[src/rtl/sign_reduction.sv]
// rtl/sign_reduction.sv - registered narrowing of a signed word with overflow flag and count (SIGN_SAT_EN selects saturation)
module sign_reduction #(
  parameter int IN_W  = 8,
  parameter int OUT_W = 3
) (
  input  logic             clk,
  input  logic             rst_n,
  input  logic [IN_W-1:0]  in_sign,
  input  logic             in_valid,
  output logic             in_ready,
  output logic [OUT_W-1:0] out_sign,
  output logic             out_valid,
  input  logic             out_ready,
  output logic             out_ovf,
  output logic [7:0]       ovf_cnt,
  input  logic             clr_cnt
);

  logic [OUT_W-1:0] out_sign_q, out_sign_d;
  logic             out_ovf_q, out_ovf_d;
  logic             out_valid_q, out_valid_d;
  logic [7:0]       ovf_cnt_q, ovf_cnt_d;

  logic                  in_xfer;
  logic                  out_xfer;
  logic                  ovf;
  logic [IN_W-OUT_W:0]   top_bits;
  logic [OUT_W-1:0]      reduced;

`ifdef SIGN_SAT_EN
  localparam logic [OUT_W-1:0] SAT_MAX = {1'b0, {(OUT_W-1){1'b1}}};
  localparam logic [OUT_W-1:0] SAT_MIN = {1'b1, {(OUT_W-1){1'b0}}};
`endif

  // The register frees up when empty or when its word leaves this cycle.
  assign in_ready = !out_valid_q || out_ready;
  assign in_xfer  = in_valid && in_ready;
  assign out_xfer = out_valid_q && out_ready;

  // The word fits only if everything from the new sign bit upward is a copy of the sign.
  assign top_bits = in_sign[IN_W-1:OUT_W-1];
  assign ovf      = !((&top_bits) || !(|top_bits));

  // Pick the narrowed value: clamp to the extreme on overflow, or plain truncation.
  always_comb begin
    reduced = in_sign[OUT_W-1:0];
`ifdef SIGN_SAT_EN
    if (ovf) begin
      reduced = in_sign[IN_W-1] ? SAT_MIN : SAT_MAX;
    end
`endif
  end

  // Output holding register and saturating overflow counter next state.
  always_comb begin
    out_sign_d  = out_sign_q;
    out_ovf_d   = out_ovf_q;
    out_valid_d = out_valid_q;
    ovf_cnt_d   = ovf_cnt_q;

    if (in_xfer) begin
      out_sign_d  = reduced;
      out_ovf_d   = ovf;
      out_valid_d = 1'b1;
    end else if (out_xfer) begin
      out_valid_d = 1'b0;
    end

    // A clear that coincides with a counted word leaves that one word counted.
    if (clr_cnt) begin
      ovf_cnt_d = (in_xfer && ovf) ? 8'd1 : 8'd0;
    end else if (in_xfer && ovf && (ovf_cnt_q != 8'hFF)) begin
      ovf_cnt_d = ovf_cnt_q + 8'd1;
    end
  end

  // State register; reset discards any held word immediately.
  always_ff @(posedge clk or negedge rst_n) begin
    if (!rst_n) begin
      out_sign_q  <= '0;
      out_ovf_q   <= 1'b0;
      out_valid_q <= 1'b0;
      ovf_cnt_q   <= 8'd0;
    end else begin
      out_sign_q  <= out_sign_d;
      out_ovf_q   <= out_ovf_d;
      out_valid_q <= out_valid_d;
      ovf_cnt_q   <= ovf_cnt_d;
    end
  end

  assign out_sign  = out_sign_q;
  assign out_ovf   = out_ovf_q;
  assign out_valid = out_valid_q;
  assign ovf_cnt   = ovf_cnt_q;

endmodule

[config.mk]
export PLATFORM = sky130hd
export DESIGN_NAME = sign_reduction
export DESIGN_NICKNAME = d
export VERILOG_FILES = /design/src/rtl/sign_reduction.sv
export SDC_FILE = /design/constraint.sdc
export NUM_CORES = 1
export LEC_CHECK = 0
export ABC_AREA = 0
export ABC_CLOCK_PERIOD_IN_PS = 4100
export BUFFER_PORTS_ARGS = -buffer_cell sky130_fd_sc_hd__clkbuf_2
export CORE_MARGIN = 2
export CORE_UTILIZATION = 50
export DETAILED_ROUTE_END_ITERATION = 12
export PLACE_DENSITY = 0.81
export SLEW_MARGIN = 20
export SYNTH_ARGS = -nofsm -noshare
export SYNTH_HDL_FRONTEND = slang
export SYNTH_SLANG_ARGS = --single-unit
export TNS_END_PERCENT = 10
[constraint.sdc]
create_clock -name clk -period 4.1 [get_ports clk]
set_clock_uncertainty 0.2 [all_clocks]
set_input_delay 0.205 -clock clk [delete_from_list [all_inputs] [get_ports clk]]
set_output_delay 0.205 -clock clk [all_outputs]
set_load 0.05 [all_outputs]
Yosys cells after proc, flatten, opt, wreduce, memory -nomap -nowiden
Index checks and enable logic that the tools add are counted.
- flip-flop bits (word level): 13
- input port bits: 13
- add/subtract/negate cells: 1
- eq/ne operators: 1
- muxes and demuxes: 5
- reduce and logical (&&, ||, !) cells: 13
- operators with widths (kind ; number):
    $mux W8 ; 2
    $add A8 B1 Y8 const B ; 1
    $ne A8 B8 Y1 const B ; 1
    $reduce_and A6 Y1 ; 1
    $reduce_or A6 Y1 ; 1
    $logic_and A1 B1 Y1 ; 4
    $reduce_bool A2 Y1 ; 2
    $logic_not A1 Y1 ; 3
    $mux W1 ; 3
    $logic_or A1 B1 Y1 ; 2

Depth between registers and ports, before layout
Gate-level depths: netlist of the first run.
- word-level depth: 8
- depth in mapped cells: 5

Worst setup path before layout of the first run
OpenSTA, ideal clock, no wires.
- kind: register -> register
- start: register out_valid_q, in the netlist out_valid
- end: register ovf_cnt_q[5], in the netlist ovf_cnt[5]
- setup time: 0.128 ns
- arrival time: 2.002 ns
- required time: 3.772 ns
- setup slack: 1.771 ns
- stages on the path, launching flop included: 5
- buffers on the path: 0
- clock period less this slack: 2.329 ns
- cells stage by stage: dfrtp_1 nand2b_1 o211ai_2 nor4_1 mux2_1
- word-level cells in the longest chain between the ends: 6
- RTL lines (element ; line ; RTL):
    from (decl) ; 21 ; logic out_valid_q, out_valid_d;
    from (signal assigned) ; 87 ; out_valid_q <= out_valid_d;
    $logic_not A1 Y1 ; 36 ; assign in_ready = !out_valid_q || out_ready;
    $logic_or A1 B1 Y1 ; 36 ;
    named net in_ready ; 10 ; output logic in_ready,
    $logic_and A1 B1 Y1 ; 37 ; assign in_xfer = in_valid && in_ready;
    $logic_and A1 B1 Y1 (2 in a row) ; 72 ; end else if (in_xfer && ovf && (ovf_cnt_q != 8'hFF)) begin
    $reduce_bool A2 Y1 (no line) ; -- ;
    to (signal assigned) ; 88 ; ovf_cnt_q <= ovf_cnt_d;
    to (decl) ; 22 ; logic [7:0] ovf_cnt_q, ovf_cnt_d;
The timed path passes the listed nets, and every way through them passes these cells.
A chain may end at the register's enable or synchronous reset.

Final worst setup path of the first run
- start: register ovf_cnt_q[0], in the netlist ovf_cnt[0]
- end: register ovf_cnt_q[0], in the netlist ovf_cnt[0]
- word-level cells in the longest chain between the ends: 3
- RTL lines (element ; line):
    $add A8 B1 Y8 / $ne A8 B8 Y1 (equally long branches) ; 73, 72
    $mux W8 / $logic_and A1 B1 Y1 (equally long branches) ; 72
    $mux W8 / $reduce_bool A2 Y1 (equally long branches) ; --
Parallel ways exist; a longest one is shown, timed or not. The select of a mux whose other input is x is not followed.

==> metrics.txt, run 1 <==
status=completed; Distinct cells, synth=32; delay-heaviest family, CP=compound AO/OA/AOI/OAI gates; Synth Flop Type=dfrtp_1; Routed WL=1680 um; Critical Path Start Type=flip-flop; Leakage=0.425 nW; vias=~700; Pint=200 uW; mux cell area share after synthesis=0.0619; WL/cell=14.3 um; hold violation total from the final report=0; GRT met3 Usage=0.0388; Switching Power=108 uW; Synth Area in XOR/XNOR=0; post-synthesis adder-cell area fraction=0.0172; Initial DRC Count=19; critical path, cell by cell=ha_1 -> nand4_1 -> o211ai_2 -> nor2_1 -> o311ai_0; Port-buffer cells=26; Worst R2R Start=ovf_cnt[0]; vias per std cell=5.97; number of antenna diodes=0; register bit total from synthesis=13; Slew Limit Fails=0; R2R setup slack=between 2000 and 2500 ps; Core Area=1330 um^2; Die X=between 40 and 50 um; Tcrit/Tclk final=0.495; clock slew at reported path FFs=80 ps; sw frac=0.350; Hold Path Depth=2; WS Path Type=reg -> reg; FF-to-FF path depth=5; endpoint class of the critical path=flip-flop; Synth Area in Compound Gates=0.203; full die area=between 1500 and 2000 um^2; GR Util All Layers=0.203; clk_lat worst skew=270 ps; GR Overflow Total=0; Post-synth top cells=13 x dfrtp_1, 7 x nand3_1, 5 x nor2_1; CTS hold repair buffers=4; worst slack, placed=2080 ps; PnR worst setup slack=a little over 2000 ps; starting utilization of the core area=0.546; Synth area leaders=dfrtp_1 45%, nand3_1 4.8%, mux2_2 4.6%; cell taking the most area after synthesis=dfrtp_1; Row Count=13; final setup fails=0; post-synthesis sequential area ratio=0.447; first-pass GRT wire length=around 2800 um; largest family of logic cells by synthesized area=simple AND/OR/NAND/NOR gates; Top Ports=27; Gate Count Post-Synth=71; Slowest-stage cell, CP=dfrtp_1; Worst EP required=4030 ps; Clock Tree Root=clkbuf_4; Clock power frac=0.254; Reg power frac=0.469; Power, Total=approximately 300 uW; filler cell count=111; peak per-stage delay on the critical path=420 ps; CTS resizes=0; minimum clock period=2030 ps; clock sink count=13; EDFF count, synth=0; Critical path buffers and inverters=0; PD cells=around 330 nW/um^2; post-synth top area share=0.447; final net count=118; post-DP HPWL=1230 um; Warnings, synthesis=0; CTS tree=built; post-synthesis net count=85; global routing usage on met2=0.354; share of layout cells above drive strength 1=0.359; highest attainable clock frequency=0.492 GHz; Synth Area in Simple Gates=0.235; worst hold slack=27.7 ps; Min-Delay Path Class=in -> reg; grt met1 use=0.228; die height=42.2 um; area delta synth->final=27.5%; Logic pwr share=0.277; Hold EP=out_sign[2]; postcts setup bufs=0; antenna violations before repair=0; RSZ-0062 raised after global routing=no; maximum vdd ir drop=0.000200 V; Worst R2R End=ovf_cnt[0]; H-tree lvl count=1; DRT antenna net count=0; TritonRoute pass-1 iters=5; Post-synth ARST share=1.00; CTS buffer count=3; Max Cap Viol=0; busiest grt layer=met2; Min-Delay Startpoint=in_sign[2]; largest net degree at the start of global routing=14; vias in the first global route=~660; Least-Margin Pin Slew=423 ps; Max FO, Critical Path=9; Clock Tree Buf Depth=2; drt drc=0; mapped cell area=around 730 um^2; RePlAce Congestion=0.734; setup tns final=0 ps; top-count cell post-synth=dfrtp_1; syn_area_per_cell=roughly 10 um^2; Worst Path Arrival=slightly below 2000 ps; normalized max-slew margin=0.717
## final cells by class
type / count / area [um^2] / share of cell area
multi-input cells: 53 / 377 / 0.406
flip-flops and latches: 13 / 325 / 0.350
repair buffers: 30 / 170 / 0.183
clock buffers: 4 / 26.3 / 0.0283
well taps: 15 / 18.8 / 0.0202
inverters: 3 / 11.3 / 0.0121
## layer usage
metal,up-vias,share of wire
li1,338,-
met1,339,0.43
met3,4,0.052
met4,0,0.021
met2,23,0.49
met5,-,0
## metrics by stage
stage / cells / utilization / area [um^2]
detailed placement: 110 / 0.646 / 862
finish: 118 / 0.696 / 928
global route: 118 / 0.696 / 928
CTS: 118 / 0.696 / 928
global placement: 110 / 0.646 / 862
floorplan: 71 / - / 728
## registers in the layout (all words and copies together), names as in the netlist
signal / flops
ovf_cnt: 8
out_sign: 3
out_ovf: 1
out_valid: 1
## placed cells by master, fill, tap and decap left out, drive strengths merged, types with 2 or more instances in the layout
cell type / netlist / final
and2: 2 / 2
o31ai: 3 / 3
nand3: 7 / 7
nand4: 2 / 2
clkbuf: 1 / 30
dlygate4sd3: 0 / 4
nor2: 5 / 5
inv: 3 / 3
nor4: 2 / 2
mux2: 4 / 4
or4: 3 / 3
dfrtp: 13 / 13
nand2: 4 / 4
a21oi: 4 / 4
nand2b: 2 / 2
a311oi: 2 / 2
## power groups by stage
stage          clock [mW]  combinational [mW]  sequential (mW)
2_1_floorplan           0              0.0252            0.178
3_3_place_gp            0              0.0803            0.145
3_5_place_dp            0              0.0815            0.146
4_1_cts            0.0787              0.0847            0.144
5_1_grt            0.0827              0.0902            0.146
6_report           0.0781              0.0852            0.144
## worst max path at each step
stage,from,end,slack [ps],cells after the start
finish,ovf_cnt[0],ovf_cnt[0],2070,5
global route,ovf_cnt[0],ovf_cnt[0],1970,5
CTS,ovf_cnt[0],ovf_cnt[5],2070,5
detailed placement,ovf_cnt[0],ovf_cnt[5],2080,5
global placement,ovf_cnt[0],ovf_cnt[5],2130,5
floorplan,out_valid,ovf_cnt[5],1770,4
## worst reg2reg max path, cell delays in order, from the launching register on
cell	delay, ps
dfrtp_1	420
ha_1	230
nand4_1	180
o211ai_2	400
nor2_1	100
o311ai_0	370
## logic make-up after synthesis
| logic type | after synthesis |
|---|---|
| flops | 13 |
| mux | 4 |
| fa+ha+maj | 1 |
| compound gates | 18 |
| buf+inv | 5 |
| simple gates | 30 |
No activity file was read; power rests on OpenSTA's default activity.
==> run 2, diff against run 1 <==
- ABC_CLOCK_PERIOD_IN_PS: 4100 -> 1950
- CORE_UTILIZATION: 50 -> 47
- PLACE_DENSITY: 0.81 -> 0.77
- clock period: 4.1 -> 1.95 ns (I/O delays scaled with it)
==> run 2 against run 1 <==
  * Setup slack worse by 2000 ps
  * Hold slack better by 20 ps
  * Wire length rose by 5.3%
  * Non-clock buffer count up 9
==> metrics.txt, run 2 (same netlist as run 1, synthesis figures left out) <==
status=completed; max reg flops=8 (unchanged); Leakage=0.478 nW (+13%); Max FO, Critical Path=5 (-4); CTS buffer count=3 (unchanged); critical path, cell by cell=ha_4 -> nand4_1 -> or2_1 -> or4_1 -> a21oi_1; post-DP HPWL=1310 um (+6.8%); number of antenna diodes=0 (unchanged); Worst EP required=1960 ps (-2070 ps); Max Cap Viol=0 (unchanged); Routed WL=1770 um (+5.3%); Min-Delay Path Class=in -> async; die height=43.4 um (+2.8%); Clock Tree Root=clkbuf_4; RePlAce Congestion=0.743 (+1.3%); maximum vdd ir drop=0.000448 V (+120%); Core Area=1470 um^2 (+10%); share of layout cells above drive strength 1=0.438 (+0.0783); Clock Tree Buf Depth=2 (unchanged); placed cells=115 (+4.5%); Initial DRC Count=17 (-2); Worst Path Arrival=1850 ps (-110 ps); worst slack, placed=-56.9 ps (-2140 ps); Least-Margin Pin Slew=410 ps (-12.7 ps); starting utilization of the core area=0.495 (-0.0511); vias in the first global route=703 (+7.3%); Power, Total=674 uW (+120%); peak per-stage delay on the critical path=420 ps (about the same); GR Util All Layers=0.209 (+0.00602); first-pass GRT wire length=2970 um (+7.7%); CTS tree=built; GR Overflow Total=0 (unchanged); PD cells=646 nW/um^2 (+95%); H-tree lvl count=1 (unchanged); normalized max-slew margin=0.726 (+0.00849); area delta synth->final=43.3%; endpoint class of the critical path=flip-flop; clock sink count=13 (unchanged); clock slew at reported path FFs=80 ps (about the same); PnR worst setup slack=105 ps (-1960 ps); most frequent cells in the layout=26 x clkbuf_2, 10 x dfrtp_1, 7 x nand3_1, 7 x dlygate4sd3_1, 6 x buf_4; worst hold slack=47.9 ps (+20.2 ps); antenna violations before repair=0 (unchanged); drt drc=0 (unchanged); Port-buffer cells=26 (unchanged); delay-heaviest family, CP=simple AND/OR/NAND/NOR gates; DRT antenna net count=0 (unchanged); Tcrit/Tclk final=0.946 (+0.451); Critical path buffers and inverters=0 (unchanged); vias per std cell=5.71 (-4.3%); filler cell count=116 (+4.5%); Critical Path Start Type=flip-flop; clk_lat worst skew=280 ps (about the same); full die area=1880 um^2 (+5.8%); vias=731 (+3.8%); post-layout util=0.709 (+0.0131); final setup fails=0 (unchanged); final cell count without fillers=128 (+8.5%); highest attainable clock frequency=0.542 GHz (+10%); WS Path Type=reg -> reg; WL/cell=13.8 um (-2.9%); TritonRoute pass-1 iters=4 (-1); Top Ports=27 (unchanged); largest net degree at the start of global routing=14 (unchanged); hold violation total from the final report=0 (unchanged); most common cell after layout, fill and taps aside=clkbuf_2; Slowest-stage cell, CP=dfrtp_2; minimum clock period=1850 ps (-185 ps); final net count=127 (+7.6%); Row Count=14 (+1); Die X=43.4 um (+2.8%); Slew Limit Fails=0 (unchanged)
-- run 2: cell count changes in the layout (fill, tap and decap cells not counted), sizes merged --
| cell | previous run | this run |
|---|---|---|
| dlygate4sd3 | 4 | 7 |
| buf | 0 | 6 |
-- run 2: path summary, 6_finish.rpt --
kind | slack, ps | endpoint | cells past startpoint | start
min in group clk | 160 | ovf_cnt[1] | 5 | in_sign[6]
worst min register to register | 300 | out_ovf | 1 | out_ovf
worst max register to register | 100 | ovf_cnt[6] | 5 | ovf_cnt[1]
worst min-delay path | 50 | ovf_cnt[5] | 2 | rst_n
max in group asynchronous | 1240 | ovf_cnt[0] | 2 | rst_n
worst max-delay path | 100 | ovf_cnt[6] | 5 | ovf_cnt[1]
-- run 2: cell type report --
| class | instances | area, um^2 | share of cell area |
|---|---|---|---|
| clock buffers | 4 | 26.3 | 0.0252 |
| inverters | 3 | 11.3 | 0.0108 |
| multi-input cells | 53 | 412 | 0.394 |
| flip-flops and latches | 13 | 329 | 0.315 |
| well taps | 16 | 20.0 | 0.0192 |
| repair buffers | 39 | 245 | 0.235 |
-- run 2: timing repair --
item / CTS / global route
buffers inserted: 0 / 2
pin swaps: 0 / 8
endpoints found under the setup margin: 1 / 5
hold buffers: 7 / 0
hold endpoints to repair: 22 / 0
resized for setup: 2 / 2
-- run 2: power breakdown --
group	switching [mW]	total, mW	leakage [nW]	internal (mW)
Clock	0.0910	0.170	0.0150	0.0794
Combinational	0.132	0.200	0.300	0.0676
Sequential	0.0143	0.304	0.163	0.290
Total	0.238	0.674	0.478	0.436
-- run 2: worst reg2reg max path, stage by stage, from the launching register on --
cell and delay (ps):
dfrtp_2 420, ha_4 160, nand4_1 190, or2_1 300
or4_1 390, a21oi_1 120
-- run 2: metrics by stage --
stage	setup TNS (ps)	instance area, um^2
3_3_place_gp	0	917
2_1_floorplan	-85.6	752
4_1_cts	0	1030
3_5_place_dp	-56.9	917
6_report	0	1040
5_1_grt	-7.61	1040
-- run 2: per-layer routing --
metal | track usage | share of wire | vias up
li1 | - | - | 359
met1 | 0.261 | 0.43 | 350
met2 | 0.364 | 0.52 | 22
met3 | 0.0417 | 0.056 | 0
met4 | 0.0606 | 0 | 0
met5 | 0 | 0 | -
==> run 3, diff against run 2 <==
- RECOVER_POWER: default -> 50
==> run 3 against run 2 <==
  * Wire length up 1.0%
  * Sequential share of layout area rose by 0.27 points
  * Combinational power down 2%
  * Die area is the same
  * Hold slack improved by 120 ps
  * Critical path type unchanged
  * Non-clock buffer count unchanged
  * Critical path depth unchanged
  * Via count up 1.4%
  * Largest power group unchanged
==> metrics.txt, run 3 (same netlist as run 1, synthesis figures left out) <==
vias=741 (+1.4%); antenna violations before repair=0 (unchanged); Reg power frac=0.454 (+0.003); normalized max-slew margin=0.525 (-0.201); sw frac=0.354 (+0.00201); post-layout util=0.703 (-0.00595); Die X=43.4 um (unchanged); Pint=432 uW (-0.94%); delay-heaviest family, CP=simple AND/OR/NAND/NOR gates; WL/cell=14.0 um (+1.0%); Min-Delay Path Class=in -> reg; peak per-stage delay on the critical path=420 ps (about the same); filler cell count=119 (+2.6%); vias in the first global route=703 (unchanged); max reg flops=8 (unchanged); clock slew at reported path FFs=80 ps (about the same); number of antenna diodes=0 (unchanged); PD cells=647 nW/um^2 (+0.21%); GR Util All Layers=0.209 (unchanged); Row Count=14 (unchanged); Worst R2R End=ovf_cnt[6]; share of layout cells above drive strength 1=0.375 (-0.0625); critical path, cell by cell=ha_4 -> nand4_1 -> or2_1 -> or4_1 -> a21oi_1; Initial DRC Count=17 (unchanged); final setup fails=0 (unchanged); final net count=127 (unchanged); Port-buffer cells=26 (unchanged); RePlAce Congestion=0.743 (unchanged); Max FO, Critical Path=5 (unchanged); R2R setup slack=100 ps (about the same); TritonRoute pass-1 iters=4 (unchanged); Hold EP=ovf_cnt[1]; setup tns final=0 ps (unchanged); clock sink count=13 (unchanged); Routed WL=1790 um (+1.0%); DRT antenna net count=0 (unchanged); drt drc=0 (unchanged); starting utilization of the core area=0.495 (unchanged); Critical Path Start Type=flip-flop; hold violation total from the final report=0 (unchanged); Tcrit/Tclk final=0.947 (+0.00109); Switching Power=237 uW (about the same); Worst EP required=1960 ps (about the same); Clock power frac=0.253 (about the same); vias per std cell=5.79 (+1.4%); Critical path buffers and inverters=0 (unchanged); most frequent cells in the layout=19 x clkbuf_2, 10 x dfrtp_1, 8 x clkbuf_1; CTS tree=built; WS Path Type=reg -> reg; status=completed; Top Ports=27 (unchanged); Worst Path Arrival=1860 ps (about the same); Leakage=0.458 nW (-4.3%); full die area=1880 um^2 (unchanged); Slew Limit Fails=0 (unchanged); maximum vdd ir drop=0.000441 V (-1.4%); Logic pwr share=0.293 (-0.003); Worst R2R Start=ovf_cnt[1]; Least-Margin Pin Slew=712 ps (+302 ps); highest attainable clock frequency=0.541 GHz (-0.11%); clk_lat worst skew=270 ps (about the same); FF-to-FF path depth=5 (unchanged); Hold Path Depth=5; most common cell after layout, fill and taps aside=clkbuf_2; endpoint class of the critical path=flip-flop; Min-Delay Startpoint=in_sign[6]; post-DP HPWL=1310 um (unchanged); area delta synth->final=42.1%; GR Overflow Total=0 (unchanged); Core Area=1470 um^2 (unchanged); H-tree lvl count=1 (unchanged); die height=43.4 um (unchanged); minimum clock period=1850 ps (+2.12 ps); first-pass GRT wire length=2970 um (unchanged); Slowest-stage cell, CP=dfrtp_2; Max Cap Viol=0 (unchanged); Clock Tree Root=clkbuf_4; Clock Tree Buf Depth=2 (unchanged); CTS buffer count=3 (unchanged); largest net degree at the start of global routing=14 (unchanged)
-- run 3: per-layer routing --
metal / vias to the layer above / part of all wire / global-route usage / wire length, um
met5: - / 0 / 0 / 0
met4: 0 / 0 / 0.0606 / 0
met3: 0 / 0.060 / 0.0417 / 107
met2: 31 / 0.52 / 0.364 / 922
met1: 350 / 0.42 / 0.261 / 759
li1: 360 / - / - / -
-- run 3: what timing repair did --
| item | in CTS | in global routing |
|---|---|---|
| gates cloned | 0 | 0 |
| setup endpoints to repair | 1 | 5 |
| buffers inserted | 0 | 2 |
| pin swaps | 0 | 8 |
| hold buffers | 7 | 0 |
| hold endpoints to repair | 22 | 0 |
| resized for setup | 2 | 2 |
-- run 3: worst max-delay path by stage --
stage	cells past startpoint	end	startpoint	slack, ps
6_report	5	ovf_cnt[6]	ovf_cnt[1]	100
3_5_place_dp	5	ovf_cnt[5]	ovf_cnt[1]	-60
4_1_cts	5	ovf_cnt[5]	ovf_cnt[1]	1
3_3_place_gp	5	ovf_cnt[5]	ovf_cnt[1]	40
2_1_floorplan	5	ovf_cnt[5]	ovf_cnt[1]	-50
5_1_grt	5	ovf_cnt[6]	ovf_cnt[1]	-8
-- run 3: worst register-to-register path: cells and delay by family, from the launching register on --
family | cells | cell delay, ps
simple gates | 3 | 880
flops | 1 | 420
compound gates | 1 | 120
fa+ha+maj | 1 | 160
-- run 3: layout make-up --
type                    count  area, um^2  share of cell area
inverters                   3        11.3              0.0109
clock buffers               4        26.3              0.0254
well taps                  16        20.0              0.0193
multi-input cells          53         412               0.398
repair buffers             39         236               0.229
flip-flops and latches     13         329               0.318
-- run 3: metrics by stage --
step	instances	cell area, um^2	worst slack (ps)	power, mW	hold slack, ps
CTS	126	1030	1.29	0.678	46.0
global placement	115	917	41.2	0.491	-192
detailed placement	115	917	-56.9	0.495	-189
finish	128	1030	102	0.670	168
global route	128	1030	-7.61	0.706	200
floorplan	71	752	-50.8	0.434	-398
-- run 3: power by group through the flow --
stage / sequential (mW) / clock [mW] / combinational, mW
finish: 0.304 / 0.170 / 0.196
global route: 0.307 / 0.191 / 0.208
CTS: 0.304 / 0.174 / 0.200
detailed placement: 0.309 / 0 / 0.187
global placement: 0.308 / 0 / 0.183
floorplan: 0.378 / 0 / 0.0561
